<file path="src/rtl/mux_rr_reg_if.sv">
// mux_rr_reg_if: handshake and data bundle for mux_rr_reg.
//   in_data   : CHANNELS*WIDTH packed channel words, channel k at [k*WIDTH +: WIDTH]
//   in_valid  : per-channel valid
//   in_ready  : per-channel ready (driven by the mux)
//   out_data  : registered selected word
//   out_valid : out_data holds an untaken word
//   out_ready : downstream accept
//   out_ch    : source channel of out_data
// slave modport is the mux side, master modport is the source/sink side.
interface mux_rr_reg_if #(
  parameter int WIDTH    = 8,
  parameter int CHANNELS = 4,
  parameter int SEL_W    = 2
);
  logic [CHANNELS*WIDTH-1:0] in_data;
  logic [CHANNELS-1:0]       in_valid;
  logic [CHANNELS-1:0]       in_ready;
  logic [WIDTH-1:0]          out_data;
  logic                      out_valid;
  logic                      out_ready;
  logic [SEL_W-1:0]          out_ch;

  modport master (
    output in_data, in_valid, out_ready,
    input  in_ready, out_data, out_valid, out_ch
  );

  modport slave (
    input  in_data, in_valid, out_ready,
    output in_ready, out_data, out_valid, out_ch
  );
endinterface

</file>
<file path="src/rtl/mux_rr_reg.sv">
// mux_rr_reg: N-channel multiplexer into a single registered output entry.
// Manual mode offers the channel given by sel; auto mode scans channels
// round-robin, staying on a channel for up to dwell+1 transfers and skipping
// channels with no valid word one per cycle.
// Ports:
//   clk     : clock, rising edge
//   rst     : asynchronous active-high reset
//   mode    : 0 = manual select, 1 = auto round-robin scan
//   sel     : manual channel select (values >= CHANNELS select nothing)
//   dwell   : auto mode transfers per visit minus one
//   cur_sel : channel offered this cycle
//   bus     : mux_rr_reg_if slave (input channels, registered output)
module mux_rr_reg #(
  parameter int WIDTH    = 8,
  parameter int CHANNELS = 4,
  parameter int SEL_W    = 2,
  parameter int DWELL_W  = 4
) (
  input  logic               clk,
  input  logic               rst,
  input  logic               mode,
  input  logic [SEL_W-1:0]   sel,
  input  logic [DWELL_W-1:0] dwell,
  output logic [SEL_W-1:0]   cur_sel,
  mux_rr_reg_if.slave        bus
);

  localparam logic [SEL_W-1:0] LAST_CH = SEL_W'(CHANNELS - 1);

  logic [SEL_W-1:0]   ptr;
  logic [SEL_W-1:0]   ptr_next;
  logic [DWELL_W-1:0] cnt;
  logic               can_accept;
  logic               valid_cur;
  logic               xfer;
  logic [WIDTH-1:0]   sel_data;

  // Channel selection. Only an in-range cur_sel matches a loop index, so an
  // out-of-range manual select leaves in_ready all zero and valid_cur low.
  always_comb begin
    cur_sel      = mode ? ptr : sel;
    can_accept   = !bus.out_valid || bus.out_ready;
    valid_cur    = 1'b0;
    sel_data     = '0;
    bus.in_ready = '0;
    for (int unsigned k = 0; k < CHANNELS; k++) begin
      if (cur_sel == SEL_W'(k)) begin
        valid_cur       = bus.in_valid[k];
        sel_data        = bus.in_data[k*WIDTH +: WIDTH];
        bus.in_ready[k] = can_accept;
      end
    end
    xfer     = valid_cur && can_accept;
    ptr_next = (ptr == LAST_CH) ? '0 : ptr + 1'b1;
  end

  // Single-entry output register: load on transfer (also covers the
  // simultaneous pop+load case), otherwise drain on out_ready.
  always_ff @(posedge clk or posedge rst) begin
    if (rst) begin
      bus.out_valid <= 1'b0;
      bus.out_data  <= '0;
      bus.out_ch    <= '0;
    end else if (xfer) begin
      bus.out_valid <= 1'b1;
      bus.out_data  <= sel_data;
      bus.out_ch    <= cur_sel;
    end else if (bus.out_ready) begin
      bus.out_valid <= 1'b0;
    end
  end

  // Scan pointer and per-visit counter. ptr only moves in auto mode, so it
  // always stays below CHANNELS. The >= compare lets a dwell lowered below
  // the running count end the visit on the next transfer.
  always_ff @(posedge clk or posedge rst) begin
    if (rst) begin
      ptr <= '0;
      cnt <= '0;
    end else if (!mode) begin
      cnt <= '0;
    end else if (!valid_cur) begin
      ptr <= ptr_next;
      cnt <= '0;
    end else if (xfer) begin
      if (cnt >= dwell) begin
        ptr <= ptr_next;
        cnt <= '0;
      end else begin
        cnt <= cnt + 1'b1;
      end
    end
  end

endmodule

</file>
<file path="src/flat_wrapper.sv">
// flat-port wrapper written by rule: the top's interface ports become plain ports
module mux_rr_reg_flat 
#(
  parameter int WIDTH    = 8,
  parameter int CHANNELS = 4,
  parameter int SEL_W    = 2,
  parameter int DWELL_W  = 4
)
  (clk, rst, mode, sel, dwell, cur_sel, bus_in_data, bus_in_valid, bus_out_ready, bus_in_ready, bus_out_data, bus_out_valid, bus_out_ch);
  mux_rr_reg_if #(.WIDTH(WIDTH), .CHANNELS(CHANNELS), .SEL_W(SEL_W)) bus_i ();
  input  logic clk;
  input  logic rst;
  input  logic mode;
  input  logic [SEL_W-1:0] sel;
  input  logic [DWELL_W-1:0] dwell;
  output logic [SEL_W-1:0] cur_sel;
  input wire logic [$bits(bus_i.in_data)-1:0] bus_in_data;
  input wire logic [$bits(bus_i.in_valid)-1:0] bus_in_valid;
  input wire logic [$bits(bus_i.out_ready)-1:0] bus_out_ready;
  output wire logic [$bits(bus_i.in_ready)-1:0] bus_in_ready;
  output wire logic [$bits(bus_i.out_data)-1:0] bus_out_data;
  output wire logic [$bits(bus_i.out_valid)-1:0] bus_out_valid;
  output wire logic [$bits(bus_i.out_ch)-1:0] bus_out_ch;
  assign bus_i.in_data = bus_in_data;
  assign bus_i.in_valid = bus_in_valid;
  assign bus_i.out_ready = bus_out_ready;
  assign bus_in_ready = bus_i.in_ready;
  assign bus_out_data = bus_i.out_data;
  assign bus_out_valid = bus_i.out_valid;
  assign bus_out_ch = bus_i.out_ch;
  mux_rr_reg #(.WIDTH(WIDTH), .CHANNELS(CHANNELS), .SEL_W(SEL_W), .DWELL_W(DWELL_W)) u_core (.clk(clk), .rst(rst), .mode(mode), .sel(sel), .dwell(dwell), .cur_sel(cur_sel), .bus(bus_i));
endmodule
</file>
<file path="config.mk">
export PLATFORM = sky130hd
export DESIGN_NAME = mux_rr_reg_flat
export DESIGN_NICKNAME = d
export VERILOG_FILES = /design/src/rtl/mux_rr_reg_if.sv /design/src/rtl/mux_rr_reg.sv /design/src/flat_wrapper.sv
export SDC_FILE = /design/constraint.sdc
export NUM_CORES = 1
export LEC_CHECK = 0
export CORE_ASPECT_RATIO = 0.5
export CORE_MARGIN = 2
export CORE_UTILIZATION = 36
export CTS_CLUSTER_SIZE = 40
export DETAILED_ROUTE_END_ITERATION = 7
export PLACE_DENSITY = 0.81
export SYNTH_ARGS = -nofsm -noshare
export SYNTH_HDL_FRONTEND = slang
export SYNTH_SLANG_ARGS = --single-unit
</file>
<file path="constraint.sdc">
create_clock -name clk -period 1.9 [get_ports clk]
set_clock_uncertainty 0.2 [all_clocks]
set_input_delay 0.285 -clock clk [delete_from_list [all_inputs] [get_ports clk]]
set_output_delay 0.285 -clock clk [all_outputs]
set_load 0.1 [all_outputs]
</file>
Yosys cells after proc, flatten, opt, wreduce, memory -nomap -nowiden --
Index checks and enable logic that the tools add are counted.
Operators by class: add/sub/neg operators 2, magnitude comparators 1, equal/unequal tests 7, multiplexer cells 23, reductions and logical operators 6
Operators by type and width (number):
- $mux W8 | 4
- $mux W4 | 4
- $mux W1 | 10
- $mux W2 | 5
- $eq A2 B2 Y1 const B | 3
- $add A4 B1 Y4 const B | 1
- $ge A4 B4 Y1 | 1
- $ne A2 B2 Y1 const B | 2
- $ne A3 B3 Y1 const B | 1
- $reduce_and A3 Y1 | 1
- $add A2 B1 Y2 const B | 1
- $eq A2 B1 Y1 const B | 1
- $logic_not A2 Y1 | 1
- $reduce_bool A2 Y1 | 1
- $logic_and A1 B1 Y1 | 1
- $logic_not A1 Y1 | 1
- $logic_or A1 B1 Y1 | 1
Word-level totals: register bits after elaboration 17, input port bits 46, output and inout port bits 17, word-level logic and storage cells 44

Depth between registers and ports, before layout --
depth after elaboration 10, gate-level depth with buffers 7, mapped depth without buffers 7

Worst setup path before layout --
No wires, ideal clock.
kind input -> output, from in mode, to out bus_in_ready[0], arrival 3.701 ns, required time 1.415 ns, slack -2.286 ns, cell stages on the path 5, path buffers 2, path through buf_4 -> mux2i_1 -> inv_2 -> buf_1 -> nor3_1
Between the ends: longest elaborated chain between the ends 3
Ends and longest elaborated chain:
- start, declared | RTL line flat_wrapper.sv:13 | input logic mode;
- $mux W2 | RTL line mux_rr_reg.sv:41 | cur_sel = mode ? ptr : sel;
- net cur_sel[0] | RTL line flat_wrapper.sv:16 | output logic [SEL_W-1:0] cur_sel;
- $logic_not A2 Y1 | RTL line mux_rr_reg.sv:47 | if (cur_sel == SEL_W'(k)) begin
- $mux W1 | RTL line mux_rr_reg.sv:47
- end, declared | RTL line flat_wrapper.sv:20 | output wire logic [$bits(bus_i.in_ready)-1:0] bus_in_ready;
The timed path passes the listed nets, and every way through them passes these cells.

Worst setup path in the final report --
from reg u_core.ptr[1], to reg u_core.bus.out_data[5]
Between the ends: longest elaborated chain between the ends 7, elaborated cells on any way between the ends 14, classes of those cells eq/ne (3); mux (9); reduce/logical (2)
Ends and longest elaborated chain:
- start, declared | RTL line mux_rr_reg.sv:30 | logic [SEL_W-1:0] ptr;
- start signal, assigned | RTL line mux_rr_reg.sv:83 | ptr <= ptr_next;
- start signal, assigned | RTL line mux_rr_reg.sv:87 | ptr <= ptr_next;
- $mux W2 (*) | RTL line mux_rr_reg.sv:41
- $logic_not A2 Y1 | RTL line mux_rr_reg.sv:47
- $mux W1 (4 in a row) | RTL line mux_rr_reg.sv:47
- $logic_and A1 B1 Y1 | RTL line mux_rr_reg.sv:53 | xfer = valid_cur && can_accept;
- end signal, assigned | RTL line mux_rr_reg.sv:66 | bus.out_data <= sel_data;
- end, declared | RTL line mux_rr_reg_if.sv:30 | output in_ready, out_data, out_valid, out_ch
Every way passes the cells marked *; elsewhere a longest branch is shown, timed or not. A chain may end at the register's enable or synchronous reset.

==> metrics.txt <==
# TYPE chip_impl_metric gauge
chip_impl_info{name="run_status",value="finished, violations left"} 1
chip_impl_metric{name="worst_skew_pair.late_latency",unit="ns"} 0.26
chip_impl_metric{name="io_pins",unit=""} 63
chip_impl_metric{name="worst_path_largest_cell_delay",unit="ns"} 0.43
chip_impl_info{name="layout_commonest_cell",value="sky130_fd_sc_hd__clkdlybuf4s50_1"} 1
chip_impl_metric{name="dpl.cell_count",unit=""} 275
chip_impl_metric{name="yosys.area_share.xor_xnor",unit="%"} 0
chip_impl_metric{name="finalSetupViolCount",unit=""} 19
chip_impl_metric{name="via_count",unit=""} 1456
chip_impl_metric{name="synth_cell_types",unit=""} 32
chip_impl_metric{name="timing.max_slew.rel_slack",unit="%"} 76.7
chip_impl_metric{name="route.antenna.remaining_nets",unit=""} 0
chip_impl_metric{name="cp_data_arrival_time",unit="ns"} 2.03
chip_impl_metric{name="power",unit="mW"} 4.28
chip_impl_metric{name="seq_area_frac_synth",unit="%"} 33.8
chip_impl_metric{name="final_core_occ",unit="%"} 76.7
chip_impl_metric{name="drt-total-wl",unit="um"} 4510
chip_impl_info{name="cts_tree",value="done"} 1
chip_impl_info{name="hold_class",value="primary input to asynchronous set/reset pin"} 1
chip_impl_metric{name="floorplan.die.width",unit="um"} 87.7
chip_impl_metric{name="synth_top_area_share",unit="%"} 33.8
chip_impl_metric{name="core_area",unit="um^2"} 3400
chip_impl_metric{name="worst_slew_pin_slew",unit="ns"} 0.346
chip_impl_info{name="worstPathCellList",value="buf_6 -> mux2i_4 -> a21o_1 -> a21oi_4 -> or2_4 -> buf_12 -> mux2_4"} 1
chip_impl_metric{name="synthesis.area",unit="um^2"} 1260
chip_impl_metric{name="globalplace.congestion",unit=""} 0.806
chip_impl_info{name="unrepaired_setup_endpoints_after_global_routing",value="true"} 1
chip_impl_metric{name="first_global_vias",unit=""} 1481
chip_impl_metric{name="h-tree-depth",unit=""} 1
chip_impl_metric{name="grt_overflow",unit=""} 0
chip_impl_info{name="synth_top_family_by_area",value="simple AND/OR/NAND/NOR gates"} 1
chip_impl_metric{name="area.growth.synth_to_final",unit="%"} 107
chip_impl_metric{name="number_of_storage_elements_in_the_synthesis_netlist",unit=""} 17
chip_impl_info{name="synth_top_cell_by_area",value="sky130_fd_sc_hd__dfrtp_1"} 1
chip_impl_info{name="timing.critical_path.from_type",value="flip-flop"} 1
chip_impl_metric{name="fraction_of_final_layout_cells_sized_beyond_drive_strength_1",unit="%"} 36.9
chip_impl_info{name="clock_tree.root_cell",value="sky130_fd_sc_hd__clkbuf_8"} 1
chip_impl_metric{name="power_leakage",unit="nW"} 1.21
chip_impl_metric{name="row_count",unit=""} 15
chip_impl_metric{name="dp_hpwl",unit="um"} 3080
chip_impl_metric{name="mappedNetlistNets",unit=""} 202
chip_impl_metric{name="ir_drop",unit="mV"} 0.787
chip_impl_metric{name="design.final.nets",unit=""} 294
chip_impl_metric{name="antennaDiodeCount",unit=""} 0
chip_impl_metric{name="final_period_minus_worst_setup_slack",unit="ns"} 2.08
chip_impl_metric{name="die-area",unit="um^2"} 4020
chip_impl_metric{name="vias_per_cell",unit=""} 4.99
chip_impl_metric{name="grt_max_degree",unit=""} 20
chip_impl_metric{name="instances_no_fill",unit=""} 292
chip_impl_info{name="mostFrequentLayoutCells",value="37 x sky130_fd_sc_hd__clkdlybuf4s50_1, 34 x sky130_fd_sc_hd__nand2_1, 25 x sky130_fd_sc_hd__buf_4"} 1
chip_impl_metric{name="synthesis.instances",unit=""} 150
chip_impl_metric{name="count_of_tritonroute_iterations_in_the_first_routing_pass",unit=""} 4
chip_impl_metric{name="cts-root-to-sink-buffers",unit=""} 2
chip_impl_metric{name="layout_worst_path_cycle_share",unit="%"} 110
chip_impl_metric{name="synthSimpleGateAreaFrac",unit="%"} 23.5
chip_impl_metric{name="worst_setup_hold_path_clk_slew",unit="ns"} 0.06
chip_impl_metric{name="synth_compound_gate_area_share",unit="%"} 14.1
chip_impl_metric{name="buffer_ports.inserted",unit=""} 62
chip_impl_metric{name="timing_max_transition_violations_final",unit=""} 0
chip_impl_metric{name="global_route_wire_length_before_repair",unit="um"} 6910
chip_impl_metric{name="timing.setup.tns",unit="ns"} -2.29
chip_impl_info{name="critical_path.slowest_cell",value="sky130_fd_sc_hd__dfrtp_1"} 1
chip_impl_metric{name="chipHeight",unit="um"} 45.8
chip_impl_metric{name="synthAdderAreaFrac",unit="%"} 5.96
chip_impl_metric{name="cts_num_sinks",unit=""} 17
chip_impl_metric{name="route.detailed.drc",unit=""} 0
chip_impl_metric{name="post-place-ws",unit="ns"} -0.630
chip_impl_metric{name="hold_violations",unit=""} 0
chip_impl_metric{name="regArea",unit="um^2"} 429
chip_impl_metric{name="initial_core_util",unit="%"} 37.1
chip_impl_metric{name="n_fill_cell",unit=""} 225
chip_impl_metric{name="critical_path_peak_fanout",unit=""} 5
chip_impl_metric{name="post_synth.cell_area_avg",unit="um^2"} 8.40
chip_impl_metric{name="synth.area.mux_share",unit="%"} 16.4
chip_impl_metric{name="route.detailed.wl_per_inst",unit="um"} 15.5
chip_impl_metric{name="number_of_antenna_violations_at_the_first_check_in_global_routing",unit=""} 0
chip_impl_metric{name="cts_inserted_buffers",unit=""} 3
chip_impl_metric{name="drt_first_iter_violations",unit=""} 37
chip_impl_info{name="violations",value="negative setup slack"} 1
chip_impl_metric{name="fmax",unit="MHz"} 480
chip_impl_info{name="criticalPathCategory",value="flip-flop to flip-flop"} 1
chip_impl_metric{name="yosys_warnings",unit=""} 0
chip_impl_metric{name="worst_slack",unit="ns"} -0.184
chip_impl_metric{name="powerDensity",unit="nW/um^2"} 1640
chip_impl_info{name="cp-end-kind",value="flip-flop"} 1
chip_impl_metric{name="cp_data_required_time",unit="ns"} 1.84
chip_impl_metric{name="grtUsageTotal",unit="%"} 23.6
chip_impl_info{name="yosys-top-cells-area",value="sky130_fd_sc_hd__dfrtp_1 34%, sky130_fd_sc_hd__nand2_1 10%, sky130_fd_sc_hd__mux2_4 9.5%"} 1
chip_impl_metric{name="area_occupied_by_multi_input_gates",unit="um^2"} 921
chip_impl_metric{name="max_cap_violations",unit=""} 0
-- metrics by stage --
| stage | hold WS (ns) | area (um^2) |
|---|---|---|
| 2_1_floorplan | 0.0111 | 1390 |
| 3_3_place_gp | 0.349 | 2320 |
| 3_5_place_dp | 0.349 | 2320 |
| 4_1_cts | 0.0682 | 2590 |
| 5_1_grt | 0.112 | 2610 |
| 6_report | 0.0716 | 2610 |
-- cells in the mapped netlist --
cell type	number
sky130_fd_sc_hd__a21boi_0	1
sky130_fd_sc_hd__clkbuf_1	2
sky130_fd_sc_hd__and3_1	9
sky130_fd_sc_hd__mux2_4	8
sky130_fd_sc_hd__a21oi_1	7
sky130_fd_sc_hd__a21o_1	1
sky130_fd_sc_hd__buf_6	1
sky130_fd_sc_hd__mux2_2	2
sky130_fd_sc_hd__mux2i_2	1
sky130_fd_sc_hd__buf_4	1
sky130_fd_sc_hd__a21oi_2	1
sky130_fd_sc_hd__nor3_1	7
sky130_fd_sc_hd__dfrtp_1	17
sky130_fd_sc_hd__a31oi_1	8
sky130_fd_sc_hd__o21ai_0	9
sky130_fd_sc_hd__o21a_1	1
sky130_fd_sc_hd__nand2_1	34
sky130_fd_sc_hd__inv_2	1
sky130_fd_sc_hd__o211ai_1	1
sky130_fd_sc_hd__a32oi_1	1
sky130_fd_sc_hd__mux2i_1	5
sky130_fd_sc_hd__or2_2	1
sky130_fd_sc_hd__ha_1	6
sky130_fd_sc_hd__or2_1	1
sky130_fd_sc_hd__nand2b_1	1
sky130_fd_sc_hd__nand3b_1	3
sky130_fd_sc_hd__nand3_1	1
sky130_fd_sc_hd__nor2_1	5
sky130_fd_sc_hd__buf_2	3
sky130_fd_sc_hd__nor2b_1	2
sky130_fd_sc_hd__buf_1	1
sky130_fd_sc_hd__inv_1	8
-- final cells by class --
type	instances	area share (%)
repair buffers	95	42.3
multi-input cells	116	35.3
flip-flops and latches	17	16.5
well taps	51	2.45
clock buffers	4	1.73
inverters	9	1.68
-- repair_timing --
action,4_1_cts,5_1_grt
hold buffers,0,0
pin swaps,15,3
gates cloned,1,0
setup buffers,11,1
setup endpoints to repair,22,22
gates resized for setup,37,6
-- power by group --
group          switching [mW]  total (mW)  leakage (nW)  internal [mW]
Clock                   0.127       0.276        0.0228          0.149
Sequential              0.186       0.702         0.206          0.516
Combinational            1.86        3.30         0.981           1.44
Total                    2.18        4.28          1.21           2.10
-- critical path: cells and delay by family (launching register included) --
family,cells,cell delay (ns)
flip-flops,1,0.43
AND/OR/NAND/NOR,1,0.28
AO/OA/AOI/OAI,2,0.29
buffers and inverters,2,0.29
multiplexers,2,0.47
-- final timing paths --
check	start	cells after the start	slack [ns]	to
max	u_core.ptr[1]	7	-0.18	u_core.bus.out_data[5]
min	rst	2	0.07	u_core.ptr[1]
max reg2reg	u_core.ptr[1]	7	-0.18	u_core.bus.out_data[5]
min reg2reg	u_core.bus.out_data[2]	1	0.38	u_core.bus.out_data[2]
max in group asynchronous	rst	3	0.98	u_core.bus.out_ch[1]
min in group clk	u_core.bus.out_data[2]	1	0.38	u_core.bus.out_data[2]
-- cells by family (layout without fill, tap and decap cells) --
kind of cell | count (synthesis) | in the layout
AND/OR/NAND/NOR | 64 | 64
AO/OA/AOI/OAI | 30 | 30
flip-flops | 17 | 17
buffers and inverters | 17 | 108
multiplexers | 16 | 16
adder cells (fa/ha/maj) | 6 | 6
-- sequential cells by signal, indices dropped and copies added (netlist names) --
register / cells
u_core.bus.out_data: 8
u_core.cnt: 4
u_core.bus.out_ch: 2
u_core.ptr: 2
u_core.bus.out_valid: 1
-- per-layer routing --
metal / global-route usage, % / wire length [um]
met5: 0 / 0
met4: 11.4 / 142
met3: 5.07 / 177
met2: 46.8 / 2460
met1: 24.5 / 1730
Power figures use the tool's default switching activity.
